**src/rtl/calculator_core.sv**
```systemverilog
// calculator_core: handshaked 8-function unsigned calculator.
//
// Accepts one operation per valid/ready transaction and returns a registered
// result on a valid/ready output channel that honours backpressure.
// add/sub/mul/logic ops complete in one cycle. div/mod iterate one restoring
// step per cycle, so the result appears DATA_W+1 cycles after accept.
// Divide-by-zero returns all ones with err_out set.
//
// Ports:
//   clk, rst_n               clock, synchronous active-low reset
//   in_valid, in_ready       request handshake
//   dat_a_in, dat_b_in       unsigned operands (DATA_W bits)
//   function_in              opcode: add sub mul div mod and or xor
//   out_valid, out_ready     result handshake
//   out                      result (OUT_W = 2*DATA_W bits)
//   err_out                  divide-by-zero flag, qualified by out_valid
//   busy                     high while computing or holding a result
module calculator_core #(
    parameter int unsigned  DATA_W = 8,
    localparam int unsigned OUT_W  = 2 * DATA_W
) (
    input  logic              clk,
    input  logic              rst_n,
    input  logic              in_valid,
    output logic              in_ready,
    input  logic [DATA_W-1:0] dat_a_in,
    input  logic [DATA_W-1:0] dat_b_in,
    input  logic [2:0]        function_in,
    output logic              out_valid,
    input  logic              out_ready,
    output logic [OUT_W-1:0]  out,
    output logic              err_out,
    output logic              busy
);

    localparam int unsigned CNT_W = $clog2(DATA_W + 1);

    localparam logic [2:0] OpAdd = 3'b000;
    localparam logic [2:0] OpSub = 3'b001;
    localparam logic [2:0] OpMul = 3'b010;
    localparam logic [2:0] OpDiv = 3'b011;
    localparam logic [2:0] OpMod = 3'b100;
    localparam logic [2:0] OpAnd = 3'b101;
    localparam logic [2:0] OpOr  = 3'b110;
    localparam logic [2:0] OpXor = 3'b111;

    typedef enum logic [1:0] {StIdle, StCalc, StDone} state_e;

    state_e            state_q, state_d;
    logic [OUT_W-1:0]  out_q, out_d;
    logic              err_q, err_d;
    logic [DATA_W-1:0] rem_q, rem_d;
    logic [DATA_W-1:0] quo_q, quo_d;
    logic [DATA_W-1:0] dvs_q, dvs_d;
    logic              is_mod_q, is_mod_d;
    logic [CNT_W-1:0]  cnt_q, cnt_d;

    logic [OUT_W-1:0]  a_ext, b_ext, alu_res;
    logic              is_divmod;
    logic [DATA_W:0]   rem_shift, rem_trial;
    logic              step_ge;
    logic [DATA_W-1:0] rem_step, quo_step;

    // Single-cycle operations, computed straight from the request inputs.
    always_comb begin
        a_ext   = OUT_W'(dat_a_in);
        b_ext   = OUT_W'(dat_b_in);
        alu_res = '0;
        unique case (function_in)
            OpAdd:   alu_res = a_ext + b_ext;
            OpSub:   alu_res = a_ext - b_ext;
            OpMul:   alu_res = a_ext * b_ext;
            OpAnd:   alu_res = a_ext & b_ext;
            OpOr:    alu_res = a_ext | b_ext;
            OpXor:   alu_res = a_ext ^ b_ext;
            default: alu_res = '0;
        endcase
    end

    assign is_divmod = (function_in == OpDiv) || (function_in == OpMod);

    // One restoring step: shift the next dividend bit (quotient MSB) into the
    // remainder and subtract the divisor if it fits. The partial remainder is
    // always below the divisor, so the trial difference lies in
    // [-divisor, divisor-1] and its top bit is a clean borrow indicator.
    always_comb begin
        rem_shift = {rem_q, quo_q[DATA_W-1]};
        rem_trial = rem_shift - {1'b0, dvs_q};
        step_ge   = ~rem_trial[DATA_W];
        rem_step  = step_ge ? rem_trial[DATA_W-1:0] : rem_shift[DATA_W-1:0];
        quo_step  = {quo_q[DATA_W-2:0], step_ge};
    end

    always_comb begin
        state_d  = state_q;
        out_d    = out_q;
        err_d    = err_q;
        rem_d    = rem_q;
        quo_d    = quo_q;
        dvs_d    = dvs_q;
        is_mod_d = is_mod_q;
        cnt_d    = cnt_q;

        unique case (state_q)
            StIdle: begin
                if (in_valid) begin
                    err_d = 1'b0;
                    if (is_divmod) begin
                        if (dat_b_in == '0) begin
                            out_d   = '1;
                            err_d   = 1'b1;
                            state_d = StDone;
                        end else begin
                            // Quotient register starts as the dividend and is
                            // shifted out MSB first as quotient bits shift in.
                            rem_d    = '0;
                            quo_d    = dat_a_in;
                            dvs_d    = dat_b_in;
                            is_mod_d = (function_in == OpMod);
                            cnt_d    = CNT_W'(DATA_W);
                            state_d  = StCalc;
                        end
                    end else begin
                        out_d   = alu_res;
                        state_d = StDone;
                    end
                end
            end
            StCalc: begin
                rem_d = rem_step;
                quo_d = quo_step;
                cnt_d = cnt_q - CNT_W'(1);
                if (cnt_q == CNT_W'(1)) begin
                    out_d   = is_mod_q ? OUT_W'(rem_step) : OUT_W'(quo_step);
                    state_d = StDone;
                end
            end
            StDone: begin
                if (out_ready) begin
                    state_d = StIdle;
                end
            end
            default: state_d = StIdle;
        endcase
    end

    always_ff @(posedge clk) begin
        if (!rst_n) begin
            state_q  <= StIdle;
            out_q    <= '0;
            err_q    <= 1'b0;
            rem_q    <= '0;
            quo_q    <= '0;
            dvs_q    <= '0;
            is_mod_q <= 1'b0;
            cnt_q    <= '0;
        end else begin
            state_q  <= state_d;
            out_q    <= out_d;
            err_q    <= err_d;
            rem_q    <= rem_d;
            quo_q    <= quo_d;
            dvs_q    <= dvs_d;
            is_mod_q <= is_mod_d;
            cnt_q    <= cnt_d;
        end
    end

    assign in_ready  = (state_q == StIdle);
    assign out_valid = (state_q == StDone);
    assign busy      = (state_q == StCalc) || (state_q == StDone);
    assign out       = out_q;
    assign err_out   = err_q;

endmodule

```
**config.mk**
```make
export PLATFORM = sky130hd
export DESIGN_NAME = calculator_core
export DESIGN_NICKNAME = d
export VERILOG_FILES = /design/src/rtl/calculator_core.sv
export SDC_FILE = /design/constraint.sdc
export NUM_CORES = 1
export LEC_CHECK = 0
export CORE_ASPECT_RATIO = 0.7
export CORE_MARGIN = 1
export CORE_UTILIZATION = 61
export DETAILED_ROUTE_END_ITERATION = 12
export PLACE_DENSITY = 0.95
export SYNTH_ARGS = -nofsm -noshare
export SYNTH_HDL_FRONTEND = slang
export SYNTH_SLANG_ARGS = --single-unit
```
**constraint.sdc**
```tcl
create_clock -name clk -period 9.8 [get_ports clk]
set_clock_uncertainty 0.1 [all_clocks]
set_input_delay 1.96 -clock clk [delete_from_list [all_inputs] [get_ports clk]]
set_output_delay 1.96 -clock clk [all_outputs]
set_load 0.01 [all_outputs]
```
==> key figures <==
Detailed routing
  • Routed Antenna Nets: 0
  • Per-cell routed wire length: 18.8 um
  • DR vias: between 5000 and 6000
  • Routed wire length: 16000 um
  • # DRC: 0
  • Initial DRC Count: 740
  • Vias per inst: 6.32
  • Initial DRT Pass Iterations: 5

Place
  • Dpl ws: 2.65 ns
  • DPL Wire Length: roughly 13000 um
  • Placer Congestion: 0.959
  • Placed cell area: 6070 um^2
  • PortBufs: 42

Finish
  • Inserted Diodes: 0
  • Area Growth Syn to Fin: 11.3%
  • Design area: approximately 6200 um^2
  • Final nets: around 860
  • Most common cell after layout, fill and taps aside: inv_1
  • FILL cells: 679
  • Most frequent cells in the layout: 95 x inv_1, 87 x nor2_1, 73 x ha_1
  • Layout cells sized above 1: under 10%

Global route
  • Grt ovf: 0
  • Total track usage: 35.4%
  • Largest net degree at the start of global routing: 26
  • Antenna violations before repair: 0
  • First-pass GRT wire length: 25700 um
  • Vias in the first global route: 5210

STA
  • Hold Vio Cnt, Final: 0
  • Post-route clock period utilization: 70.1%
  • Slew Limit Fails: 0
  • Relative slew slack: 40.8%
  • Final setup TNS: 0 ns
  • Setup WS post-layout: roughly 2.9 ns
  • Final setup fails: 0
  • Worst-Margin Slew: just under 0.9 ns
  • Min cycle time layout: approximately 7 ns
  • RSZ-0062 raised after global routing: false
  • Max frequency: 146 MHz

Synth
  • Net Count, Synth: approximately 840
  • Post-synthesis sequential area ratio: 17.1%
  • Post-synth top area share: 17.1%
  • Syn Area/Cell: 8.01 um^2
  • Distinct cells, synth: 77
  • Mapped Area: 5610 um^2
  • FF+latch count, synth: 48
  • Dominant cell type by area after synthesis: dfxtp_1
  • Synth Instances: 700
  • Yosys Warn Count: 0
  • Synth area leaders: dfxtp_1 17%, ha_1 16%, fa_1 14%, inv_1 6.4%, nor2_1 5.8%
  • Number of flops mapped to enable cells by yosys: 0
  • Ys flop type: dfxtp_1
  • Ys async rst share: 0%

Floorplan
  • Die height: slightly above 80 um
  • Die width: about 120 um
  • Initial Utilization: 64.6%
  • Row count: 28
  • Num ports: 43
  • Core Region: between 8000 and 9000 um^2
  • Die area: 9590 um^2

Clocking
  • CTS buffer count: 5
  • H-tree depth: 2
  • Worst-Skew Late Latency: 0.30 ns
  • CTS Root Cell: clkbuf_16
  • Clock tree sinks: 48
  • Clk pin slew, worst setup/hold paths: 0.07 ns
  • PostCTS Resize Cnt: 0
  • TritonCTS clock tree: built
  • Clock Path Buffers: 2
  • Hold buffers post-CTS: 0
  • Setup Buffers After CTS: 0

Run
  • MaxCap Viol Count: 0

Pwr
  • Sequential share of power: between 20% and 30%
  • Clock power frac: 20.5%
  • P per Cell Area: 157 nW/um^2
  • VDD IR-drop max: approximately 150 uV
  • Sw Pwr: roughly 410 uW
  • Leakage Power: 2.80 nW
  • Comb pwr share: 56.4%
  • Internal power: 567 uW
  • Sw Share: 42.2%

Setup path
  • Worst Reg-to-Reg Cells: 9
  • Crit start category: input pin
  • Critical Path AT: 6.96 ns
  • CP Max Fanout: 7
  • CP required: 9.89 ns
  • Critical Path Sink Type: flop
  • CP Class: input pin to flop

Worst hold path
  • Worst hold-check path type: flop to flop
  • Worst Hold Depth: 2

Outcome
  • Status: completed
## critical path: stages
cell,delay [ns]
clkdlybuf4s50_1,0.70
inv_1,0.24
nor2_1,0.22
fa_1,0.49
fa_1,0.53
fa_1,0.55
inv_1,0.06
fa_1,0.52
inv_1,0.04
ha_1,0.30
o21a_1,0.18
o21ai_0,0.14
a21oi_1,0.08
a31o_2,0.28
o41ai_2,0.26
xnor2_1,0.12
a221o_1,0.30
## logic make-up after synthesis
family                     after synthesis  share of synthesized area [%]
AOI/OAI and AO/OA                      165                           20.7
buffers and inverters                  121                           8.92
and+or+nand+nor                        219                           17.2
adders and majority gates              112                           30.2
xor gates and xnor gates                23                           3.72
muxes                                   12                           2.16
DFF                                     48                           17.1
## metrics by stage
stage / util (%) / total power, mW / hold slack [ns] / cells
final: 71.8 / 0.982 / 0.363 / 850
after global routing: 71.8 / 1.05 / 0.379 / 850
after CTS: 71.8 / 0.972 / 0.366 / 850
after global placement: 69.9 / 0.745 / 0.345 / 842
after floorplan: - / 0.623 / 0.336 / 700
after detailed placement: 69.9 / 0.771 / 0.357 / 842
## area by class of cell
cell class | instances | area (um^2) | share of cell area, %
clock buffer | 5 | 125 | 2.00
clock inverter | 3 | 42.5 | 0.681
tap | 120 | 150 | 2.41
sequential | 48 | 961 | 15.4
timing repair buffer | 46 | 450 | 7.22
multi-input combinational | 531 | 4150 | 66.5
inverter | 97 | 364 | 5.83
## cells in the mapped netlist, types with 8 or more instances
cell type	instances
o22ai_1	12
nor2_1	87
a21oi_1	25
nor3_1	16
nand2_1	69
buf_2	9
ha_1	73
inv_1	95
o21ai_0	42
nand3_1	12
dfxtp_1	48
mux2i_1	11
a211oi_1	9
fa_1	39
xnor2_1	16
nor2b_1	8
## path summary, 6_finish.rpt
path                                  start  endpoint  slack, ns
worst max register to register   state_q[0]  rem_q[1]       6.75
worst min-delay path               dvs_q[6]  dvs_q[6]       0.36
worst max-delay path            dat_a_in[1]   out[15]       2.93
worst min register to register     dvs_q[6]  dvs_q[6]       0.36
## power by group through the flow
stage | Combinational, mW | Clock, mW | Sequential (mW)
global route | 0.613 | 0.208 | 0.228
finish | 0.554 | 0.201 | 0.227
global placement | 0.516 | 0 | 0.229
detailed placement | 0.541 | 0 | 0.230
floorplan | 0.390 | 0 | 0.233
CTS | 0.545 | 0.201 | 0.226
## registers in the layout, summed over array words and instances, names as in the netlist
| name | cells |
|---|---|
| cnt_q | 4 |
| dvs_q | 8 |
| err_out | 1 |
| is_mod_q | 1 |
| out | 16 |
| quo_q | 8 |
| rem_q | 8 |
| state_q | 2 |
## per-layer routing
| metal | share of wire [%] | GRT usage [%] |
|---|---|---|
| met1 | 43 | 47.4 |
| met2 | 43 | 54.8 |
| met3 | 11 | 10.4 |
| met4 | 2.5 | 12.3 |
| met5 | 0 | 0 |
Note: power is estimated with default switching activity, not from simulation.
